$ cat src/rtl/pwm_pkg.sv
// pwm_pkg: shared mode encoding and default sizes for the multi-channel PWM DAC
package pwm_pkg;
  typedef enum logic {PWM_EDGE = 1'b0, PWM_CENTER = 1'b1} pwm_mode_e;
  localparam int DEF_WIDTH = 13;
  localparam int DEF_NUM_CH = 4;
endpackage

$ cat src/rtl/pwm_channel.sv
// pwm_channel: one double-buffered duty channel; optional output inversion under PWM_POLARITY_EN
module pwm_channel
  import pwm_pkg::*;
#(
  parameter int WIDTH = DEF_WIDTH
) (
  input  logic             clk,
  input  logic             reset_n,
  input  logic             commit,
  input  logic             wr_sel,
  input  logic [WIDTH-1:0] cnt,
  input  logic [WIDTH-1:0] wr_duty,
`ifdef PWM_POLARITY_EN
  input  logic             polarity,
`endif
  output logic             pwm
);
  logic [WIDTH-1:0] shadow, shadow_next, act_duty;
  assign shadow_next = wr_sel ? wr_duty : shadow;
  // shadow takes writes any time; active copy only changes at a period wrap
  always_ff @(posedge clk) begin
    if (!reset_n) begin
      shadow <= '0;
      act_duty <= '0;
    end else begin
      shadow <= shadow_next;
      if (commit) act_duty <= shadow_next;
    end
  end
`ifdef PWM_POLARITY_EN
  logic act_pol;
  // polarity is double-buffered alongside the duty
  always_ff @(posedge clk) begin
    if (!reset_n) act_pol <= 1'b0;
    else if (commit) act_pol <= polarity;
  end
  assign pwm = (cnt < act_duty) ^ act_pol;
`else
  assign pwm = cnt < act_duty;
`endif
endmodule

$ cat src/rtl/multi_pwm_dac.sv
// multi_pwm_dac: NUM_CH PWM outputs on a shared edge/center-aligned counter; PWM_POLARITY_EN adds per-channel inversion
module multi_pwm_dac
  import pwm_pkg::*;
#(
  parameter  int NUM_CH = DEF_NUM_CH,
  parameter  int WIDTH  = DEF_WIDTH,
  localparam int CH_W   = (NUM_CH > 1) ? $clog2(NUM_CH) : 1
) (
  input  logic              clk,
  input  logic              reset_n,
  input  logic              enable,
  input  logic              mode,
  input  logic [WIDTH-1:0]  period,
  input  logic              wr_en,
  input  logic [CH_W-1:0]   wr_ch,
  input  logic [WIDTH-1:0]  wr_duty,
`ifdef PWM_POLARITY_EN
  input  logic [NUM_CH-1:0] polarity,
`endif
  output logic [NUM_CH-1:0] pwm_out,
  output logic              zero,
  output logic              commit
);
  logic [WIDTH-1:0] cnt, act_period;
  logic             dir;
  pwm_mode_e        act_mode;
  logic             wrap;
  // end of period: top of the ramp in edge mode, last down step (or P==0) in center mode
  always_comb begin
    wrap = enable && ((act_mode == PWM_CENTER) ?
                      ((dir && cnt == WIDTH'(1)) || act_period == '0) :
                      (cnt >= act_period));
  end
  assign commit = wrap;
  assign zero = cnt == '0;
  // shared counter; dir=1 means counting down, only used in center mode
  always_ff @(posedge clk) begin
    if (!reset_n) begin
      cnt <= '0;
      dir <= 1'b0;
      act_period <= '0;
      act_mode <= PWM_EDGE;
    end else if (wrap) begin
      cnt <= '0;
      dir <= 1'b0;
      act_period <= period;
      act_mode <= pwm_mode_e'(mode);
    end else if (enable) begin
      cnt <= (act_mode == PWM_CENTER && dir) ? cnt - WIDTH'(1) : cnt + WIDTH'(1);
      if (act_mode == PWM_CENTER && !dir && cnt + WIDTH'(1) >= act_period) dir <= 1'b1;
    end
  end
  for (genvar i = 0; i < NUM_CH; i++) begin : g_ch
    pwm_channel #(.WIDTH(WIDTH)) u_ch (
      .clk     (clk),
      .reset_n (reset_n),
      .commit  (wrap),
      .wr_sel  (wr_en && wr_ch == CH_W'(i)),
      .cnt     (cnt),
      .wr_duty (wr_duty),
`ifdef PWM_POLARITY_EN
      .polarity(polarity[i]),
`endif
      .pwm     (pwm_out[i])
    );
  end
endmodule

$ cat config.mk
export PLATFORM = sky130hd
export DESIGN_NAME = multi_pwm_dac
export DESIGN_NICKNAME = d
export VERILOG_FILES = /design/src/rtl/pwm_pkg.sv /design/src/rtl/pwm_channel.sv /design/src/rtl/multi_pwm_dac.sv
export SDC_FILE = /design/constraint.sdc
export NUM_CORES = 1
export LEC_CHECK = 0
export CAP_MARGIN = 20
export CORE_MARGIN = 4
export CORE_UTILIZATION = 45
export DETAILED_ROUTE_END_ITERATION = 7
export PLACE_DENSITY = 0.66
export SLEW_MARGIN = 20
export SYNTH_ARGS = -nofsm -noshare
export SYNTH_HDL_FRONTEND = slang
export SYNTH_SLANG_ARGS = --single-unit
$ cat constraint.sdc
create_clock -name clk -period 3.1 [get_ports clk]
set_input_delay 0.31 -clock clk [delete_from_list [all_inputs] [get_ports clk]]
set_output_delay 0.31 -clock clk [all_outputs]
set_load 0.02 [all_outputs]
==> results of run 1 <==
-- metal layers --
layer / wire length [um] / GRT usage [%] / share of wire, %
met1: 8110 / 26.2 / 47
met2: 8090 / 31.7 / 47
met3: 628 / 4.68 / 3.7
met5: 0 / 0 / 0
met4: 276 / 6.22 / 1.6
-- timing repair --
item                                    CTS  global route
gates resized for setup                   6             5
setup buffers                             0             0
hold endpoints to repair                  0             0
endpoints found under the setup margin    4             3
hold buffers                              0             0
-- worst paths after layout --
check	from	to	slack (ns)
worst max-delay path	cnt[10]	commit	0.21
worst min-delay path	reset_n	g_ch[1].u_ch.act_duty[9]	0.40
worst max register to register	cnt[1]	dir	0.34
worst min register to register	g_ch[1].u_ch.act_duty[12]	g_ch[1].u_ch.act_duty[12]	0.45
-- worst max-delay path: stages, from the launching register on --
cell           delay, ns
dfxtp_1             0.42
buf_4               0.21
ha_1                0.24
and3_1              0.19
a211o_1             0.29
o21ai_1             0.22
o311ai_4            0.14
nand2_2             0.09
inv_2               0.04
dlygate4sd2_1       0.32
-- flip-flops by register name (all words and copies together), names as in the netlist --
signal,count
act_mode,1
g_ch.u_ch.shadow,52
act_period,13
dir,1
g_ch.u_ch.act_duty,52
cnt,13
-- layout make-up --
class                   count  area (um^2)  area share, %
multi-input cells         597         4160           48.7
flip-flops and latches    132         2650           31.0
repair buffers             62          572           6.70
clock buffers              19          453           5.31
well taps                 216          270           3.17
inverters                  64          240           2.82
clock inverters            13          193           2.26
-- synth_stat cells (5+ instances only) --
cell and instances:
ha_1 78, mux2i_1 65, and3_1 15, nor2_1 13, inv_1 63, clkbuf_1 30
nand4_1 12, buf_4 5, nor4_1 5, nor3_1 7, a21o_1 18, dfxtp_1 132
nor2b_1 55, nand3_1 65, xnor2_1 15, o21ai_0 74, nand2_1 100, buf_2 10
a21oi_1 17, xor2_1 8, a31oi_1 5
-- stage by stage --
stage | area, um^2 | hold slack (ns) | power [mW] | setup WS, ns
after detailed placement | 7870 | 0.445 | 4.31 | 0.281
final | 8530 | 0.395 | 6.45 | 0.206
after CTS | 8520 | 0.376 | 6.50 | 0.0259
after floorplan | 7290 | 0.428 | 3.73 | 0.279
after global placement | 7870 | 0.437 | 4.30 | 0.350
after global routing | 8530 | 0.424 | 6.85 | 0.0184
-- kinds of logic after synthesis --
logic type               share of synthesized area [%]
adder cells (fa/ha/maj)                           13.4
multiplexers                                      8.93
AND/OR/NAND/NOR                                   20.2
XOR/XNOR                                          2.76
flip-flops                                        36.3
AO/OA/AOI/OAI                                     11.4
buffers and inverters                             7.01
-- where the power goes --
part	switching [mW]	internal (mW)	total, mW
clock network	0.787	1.40	2.19
logic	1.48	0.806	2.28
registers	0.115	1.87	1.98
total	2.38	4.07	6.45
==> results_dict.tcl, run 1 <==
set metrics [dict create \
    cap_viol_max_count 0 \
    synth_cell_types 53 \
    num_vias 5770 \
    final_common_cell "dfxtp_1" \
    ioPinCount 39 \
    finClkSkew_ns 0.00834 \
    yosysWarnings 0 \
    synthesis.nets 956 \
    grt_pass1_wl_um 28500 \
    layout.nets 985 \
    clk_pin_slew_ns 0.06 \
    antenna_found_initial 0 \
    synth-seq-cells 132 \
    cts_buffers 17 \
    synth.area.top_cells "dfxtp_1 (36%), ha_1 (13%), mux2i_1 (8.9%)" \
    fin_setup_tns_ns 0 \
    syn-cell-area_mm2 0.00729 \
    die_w_um 135 \
    drive_gt1_share_pct 7.89 \
    cp-end-kind "output pin" \
    viasPerCell 5.23 \
    placementRows 46 \
    area_growth_pct 17.1 \
    timing_hold_violations_final 0 \
    slew_headroom_pct 52.5 \
    grt_pass1_vias 5603 \
    worst-path-max-fanout 8 \
    final_cell_mix "dfxtp_1 (129), nand2_1 (100), ha_1 (78), o21ai_0 (73)" \
    filler_cell_count 1496 \
    drt_wl_total_um 17100 \
    fin_util_pct 53.7 \
    drc 0 \
    place.detailed.hpwl_um 12000 \
    ant_nets 0 \
    yosys_most_used_dff "dfxtp_1" \
    slew_violations 0 \
    reg2regPathDepth 11 \
    crit_arrival_ns 2.58 \
    start_kind "flop" \
    synth.top_cell.area_share_pct 36.3 \
    routabilityCongestion 0.883 \
    max-clock-path-buffers 2 \
    drt_iter0_drc 391 \
    fp.dieH_um 135 \
    cts_root_buf "clkbuf_16" \
    setup.worst_path.class "reg -> out" \
    antenna_cells 0 \
    htreeDepth 4 \
    ir_worst_vdd_uv 748 \
    syn_inst 845 \
    layout_min_cycle_time_ns 2.89 \
    syn_area_per_cell_um2 8.62 \
    placed_cells 1071 \
    power_density_mw_per_mm2 756 \
    synth_top_area_cell "dfxtp_1" \
    firstDrtPassIters 4 \
    grt_max_degree 71 \
    rsz0062_at_grt "false" \
    hold_path.class "in -> reg" \
    port_buffers 38 \
    status "finished, final reports clean" \
    worst_pin_slew_ns 0.712 \
    seq_area_frac_synth_pct 36.3 \
    min_path_cells 3 \
    finalNonFillerCells 1103 \
    start_util_pct 45.9 \
    synth-async-reset-ratio_pct 0 \
    overflow 0 \
    clock-sinks 132 \
    cp.required_ns 2.79 \
    leakagePower_nw 3.64 \
    wl_per_cell_um 15.5 \
    synth_enable_flop_cells 0 \
    clock_latency_ns 0.43 \
    coreArea_mm2 0.0159 \
    finalSetupViolations 0 \
    period_share_pct 93.4 \
    max_clock_freq_mhz 345 \
    dieArea_mm2 0.0183 \
    cts_tree "built" \
    grtUsageTotal_pct 19.7 \
]
No activity file was read; power rests on OpenSTA's default activity.
==> run 2, diff against run 1 <==
ABC_AREA = 1   (was default)
ABC_CLOCK_PERIOD_IN_PS = 3100   (was default)
==> run 2 against run 1 <==
Net effect:
- wire length rose by 17%
- sequential share of layout area fell by 1.4 points
- synthesized cell count rose by 34%
- total power rose by 1.5%
- die area rose by 5.7%
- utilization fell by 0.24 points
- first-iteration DRC count rose by 4.3%
- critical endpoint is now pwm_out[3]
- sequential power barely moved
- hold slack improved by 0.067 ns
- cell area rose by 4.7%
- flip-flop and latch count did not move
- critical path depth fell by 1
==> results_dict.tcl, run 2 <==
set metrics [dict create \
    reg2regPathDepth 12 \
    finClkSkew_ns 0.0112 \
    seq_area_frac_synth_pct 34.2 \
    setup.worst_path.class "reg -> out" \
    dieArea_mm2 0.0193 \
    synth_top_cells_by_count "nand2_1 (232), inv_1 (180), dfxtp_1 (132)" \
    cap_viol_max_count 0 \
    antenna_cells 0 \
    max_clock_freq_mhz 341 \
    cts_root_buf "clkbuf_16" \
    overflow 0 \
    drive_gt1_share_pct 5.47 \
    final_common_cell "nand2_1" \
    cp-endpoint "pwm_out[3]" \
    routabilityCongestion 0.908 \
    drc 0 \
    synth.area.top_cells "dfxtp_1 (34%), ha_1 (13%), nand2_1 (11%)" \
    port_buffers 38 \
    start_util_pct 46.3 \
    top_regs "g_ch.u_ch.act_duty (52), g_ch.u_ch.shadow (52)" \
    period_share_pct 94.5 \
    layout_min_cycle_time_ns 2.93 \
    clk_pin_slew_ns 0.06 \
    wl_per_cell_um 14.4 \
    place.detailed.hpwl_um 14400 \
    placementRows 47 \
    yosysWarnings 0 \
    fin_setup_tns_ns 0 \
    grt_max_degree 67 \
    synth.top_cell.area_share_pct 34.2 \
    postCtsSetupBuffers 0 \
    r2r_slack_ns 0.36 \
    final_cell_mix "nand2_1 (232), inv_1 (180), dfxtp_1 (129), nor2_1 (127), a21oi_1 (101)" \
    synthesis.nets 1242 \
    syn-cell-area_mm2 0.00772 \
    clock-sinks 132 \
    finalSetupViolations 0 \
    layout.nets 1269 \
    status "finished, final reports clean" \
    ir_worst_vdd_uv 687 \
    fp.dieH_um 139 \
    reg2reg_to "dir" \
    crit_arrival_ns 2.62 \
    worst-path-max-fanout 7 \
    synth-seq-cells 132 \
    syn_area_per_cell_um2 6.83 \
    synth.most_common_cell "nand2_1" \
    yosys_most_used_dff "dfxtp_1" \
    hold_path.class "reg -> reg" \
    viasPerCell 5.08 \
    ioPinCount 39 \
    start_kind "flop" \
    antenna_found_initial 0 \
    grt_pass1_wl_um 33100 \
    grt_pass1_vias 6551 \
    coreArea_mm2 0.0167 \
    worst_pin_slew_ns 0.929 \
    leakagePower_nw 3.89 \
    num_vias 7060 \
    die_w_um 139 \
    ant_nets 0 \
    critPathLaunch "cnt[7]" \
    firstDrtPassIters 4 \
    slowest_delay_ns 0.64 \
    synth-async-reset-ratio_pct 0 \
    rsz0062_at_grt "false" \
    synth_enable_flop_cells 0 \
    cts_tree "built" \
    cp_slowest_cell "clkdlybuf4s50_1" \
    slew_violations 0 \
    timing_hold_violations_final 0 \
    drt_wl_total_um 20000 \
    max-clock-path-buffers 2 \
    clock_latency_ns 0.43 \
    drt_iter0_drc 408 \
    area_growth_pct 15.6 \
    grtUsageTotal_pct 21.0 \
    slew_headroom_pct 37.9 \
    cp-end-kind "output pin" \
    crit_chain "buf_4 -> ha_1 -> inv_1 -> nor3_1 -> a211oi_1 -> nand2_1 -> a21oi_1 -> clkdlybuf4s50_1" \
    htreeDepth 4 \
    power_density_mw_per_mm2 734 \
    synth_top_area_cell "dfxtp_1" \
    holdWs_ns 0.462 \
    synth_cell_types 29 \
    cts_buffers 17 \
    cp.required_ns 2.79 \
    syn_inst 1131 \
    rr_startpoint "cnt[5]" \
]
-- run 2: worst max-delay path, delay by kind of cell, from the launching register on --
kind                       cells  cell delay [ns]
and+or+nand+nor                2             0.14
DFF                            1             0.47
buffers and inverters          3             0.93
adders and majority gates      1             0.24
AOI/OAI and AO/OA              2             0.41
-- run 2: area by class of cell --
| cell class | instances | area, um^2 |
|---|---|---|
| Fill cell | 1657 | 7770 |
| Inverter | 183 | 687 |
| Timing Repair Buffer | 60 | 582 |
| Multi-Input combinational cell | 764 | 4130 |
| Sequential cell | 132 | 2650 |
| Tap cell | 220 | 275 |
| Clock inverter | 11 | 151 |
| Clock buffer | 20 | 457 |
-- run 2: how the worst min path moves through the flow --
stage / from / end / slack [ns] / cells after the start
after floorplan: g_ch[1].u_ch.act_duty[12] / g_ch[1].u_ch.act_duty[12] / 0.44 / 2
after global placement: g_ch[3].u_ch.act_duty[2] / g_ch[3].u_ch.act_duty[2] / 0.45 / 2
after detailed placement: g_ch[1].u_ch.act_duty[11] / g_ch[1].u_ch.act_duty[11] / 0.45 / 2
after CTS: g_ch[1].u_ch.act_duty[11] / g_ch[1].u_ch.act_duty[11] / 0.46 / 2
after global routing: g_ch[0].u_ch.act_duty[11] / g_ch[0].u_ch.act_duty[11] / 0.48 / 2
final: g_ch[3].u_ch.act_duty[0] / g_ch[3].u_ch.act_duty[0] / 0.46 / 2
-- run 2: metrics by stage --
stage	power [mW]	cells	cell area [um^2]	worst slack, ns	util [%]
finish	6.55	1390	8930	0.171	53.5
CTS	6.60	1390	8920	0.0129	53.4
global placement	4.46	1359	8320	0.255	49.8
floorplan	3.83	1131	7720	0.836	-
global route	6.99	1390	8930	0.0188	53.5
detailed placement	4.50	1359	8320	0.254	49.8
-- run 2: kinds of logic (layout without fill, tap and decap cells) --
kind of cell	after synthesis	in the layout	share of synthesized area, %
buffers and inverters	235	274	12.5
flip-flops	132	132	34.2
adder cells (fa/ha/maj)	78	78	12.6
AO/OA/AOI/OAI	184	184	12.4
AND/OR/NAND/NOR	494	494	27.4
XOR/XNOR	8	8	0.907
-- run 2: routing by layer --
metal / wire length, um / global-route usage (%) / part of all wire [%] / vias to the layer above
met2: 8960 / 32.8 / 45 / 171
li1: - / - / - / 3665
met4: 630 / 9.01 / 3.2 / 0
met3: 906 / 4.86 / 4.5 / 39
met1: 9470 / 27.8 / 47 / 3185
met5: 0 / 0 / 0 / -
-- run 2: what timing repair did --
action,4_1_cts,5_1_grt
endpoints found under the setup margin,1,5
resized for setup,1,3
hold buffers,0,0
-- run 2: power breakdown --
part | switching (mW) | internal [mW] | total (mW)
registers | 0.124 | 1.86 | 1.98
logic | 1.61 | 0.851 | 2.46
clock network | 0.801 | 1.31 | 2.11
total | 2.54 | 4.01 | 6.55
==> run 3, diff against run 2 <==
DONT_BUFFER_PORTS = 1   (was default)
PLACE_DENSITY = 0.63   (was 0.66)
==> run 3 against run 2 <==
Net effect:
- register-to-register slack better by 0.09 ns
- fmax is 4.1% higher
- clock-buffer cell count is 2 lower
- flip-flop and latch count stayed put
- hold slack worse by 0.45 ns
- cell area is 5.0% lower
- worst setup slack better by 0.12 ns
- sequential power hardly changed
- critical path depth is 2 lower
- utilization is 2.7 points lower
- clock power hardly changed
==> results_dict.tcl, run 3 (synthesis results as in run 2) <==
set metrics [dict create \
    critPathLaunch "cnt[2]" \
    finalSetupViolations 0 \
    grt_pass1_vias 6419 \
    grt_max_degree 58 \
    worst-path-max-fanout 13 \
    start_util_pct 46.3 \
    firstDrtPassIters 6 \
    drive_gt1_share_pct 4.80 \
    crit_arrival_ns 2.50 \
    final_cell_mix "nand2_1 (232), inv_1 (180), dfxtp_1 (132), nor2_1 (127), a21oi_1 (101)" \
    slew_violations 0 \
    final_common_cell "nand2_1" \
    grtUsageTotal_pct 20.5 \
    fp.dieH_um 139 \
    layout.nets 1224 \
    area_growth_pct 9.77 \
    clk_pin_slew_ns 0.06 \
    num_vias 6891 \
    fin_setup_tns_ns 0 \
    hold_path.class "in -> reg" \
    ant_nets 0 \
    cts_root_buf "clkbuf_16" \
    max_clock_freq_mhz 356 \
    cap_viol_max_count 0 \
    timing_hold_violations_final 0 \
    place.detailed.hpwl_um 13900 \
    reg2reg_to "dir" \
    htreeDepth 4 \
    clock_latency_ns 0.43 \
    power_density_mw_per_mm2 757 \
    min_path_cells 2 \
    drc 0 \
    period_share_pct 90.7 \
    worst_pin_slew_ns 0.947 \
    slew_headroom_pct 36.7 \
    start_kind "flop" \
    top_regs "g_ch.u_ch.act_duty (52), g_ch.u_ch.shadow (52)" \
    setup_slack_ns 0.287 \
    drt_wl_total_um 19600 \
    hp-start "reset_n" \
    cp.required_ns 2.79 \
    layout_min_cycle_time_ns 2.81 \
    filler_cell_count 1753 \
    finClkSkew_ns 0.0137 \
    r2r_slack_ns 0.45 \
    leakagePower_nw 3.71 \
    antenna_cells 0 \
    ioPinCount 39 \
    coreArea_mm2 0.0167 \
    max-clock-path-buffers 2 \
    ir_worst_vdd_uv 545 \
    status "finished, final reports clean" \
    cts_buffers 17 \
    wl_per_cell_um 14.6 \
    rsz0062_at_grt "false" \
    setup.worst_path.class "reg -> out" \
    rr_startpoint "cnt[3]" \
    antenna_found_initial 0 \
    port_buffers 0 \
    cts_tree "built" \
    reg2regPathDepth 13 \
    clock-sinks 132 \
    overflow 0 \
    viasPerCell 5.12 \
    cp-endpoint "pwm_out[0]" \
    place_ws_ns 0.487 \
    placementRows 47 \
    dieArea_mm2 0.0193 \
    die_w_um 139 \
    grt_pass1_wl_um 32500 \
    drt_iter0_drc 396 \
    cp-end-kind "output pin" \
    routabilityCongestion 0.930 \
]
-- run 3: worst min-delay path by stage --
stage	to	slack, ns
after floorplan	g_ch[1].u_ch.act_duty[12]	0.44
final	act_period[0]	0.02
after global placement	act_period[9]	0.44
after CTS	act_period[11]	0.001
after detailed placement	act_period[12]	0.44
after global routing	act_period[3]	0.01
-- run 3: layer usage --
layer	up-vias	GRT usage [%]	share of wire, %
li1	3586	-	-
met1	3134	28.5	49
met2	147	32.4	44
met3	24	4.17	4.9
met4	0	6.02	1.8
met5	-	0	0
-- run 3: metrics by stage --
stage / cell area, um^2 / std cells / utilization [%] / hold WS [ns] / total power [mW]
finish: 8480 / 1346 / 50.8 / 0.0157 / 6.42
floorplan: 7720 / 1131 / - / 0.440 / 3.83
detailed placement: 7860 / 1312 / 47.0 / 0.443 / 4.39
global placement: 7860 / 1312 / 47.0 / 0.441 / 4.37
global route: 8480 / 1346 / 50.8 / 0.0106 / 6.86
CTS: 8470 / 1345 / 50.7 / 0.00145 / 6.48
-- run 3: worst max-delay path: stages, from the launching register on --
cell	delay, ns
dfxtp_1	0.71
ha_1	0.35
a21oi_1	0.16
o221ai_1	0.21
nand2_1	0.10
nand2_1	0.05
a21oi_1	0.47
-- run 3: cell type report --
type	instances	area (um^2)	share of cell area, %
inverters	183	687	8.10
clock inverters	14	164	1.93
multi-input cells	764	4130	48.7
repair buffers	15	143	1.68
clock buffers	18	439	5.18
flip-flops and latches	132	2640	31.2
well taps	220	275	3.25
-- run 3: repair_timing --
action                                 in CTS  in global routing
hold buffers                                1                  1
gates resized for setup                     0                  0
setup buffers                               0                  0
endpoints found under the hold margin       9                  1
-- run 3: where the power goes --
group | internal (mW) | switching, mW | leakage [nW]
registers | 1.85 | 0.127 | 1.07
clock network | 1.23 | 0.849 | 0.293
logic | 0.736 | 1.62 | 2.34
total | 3.82 | 2.60 | 3.71
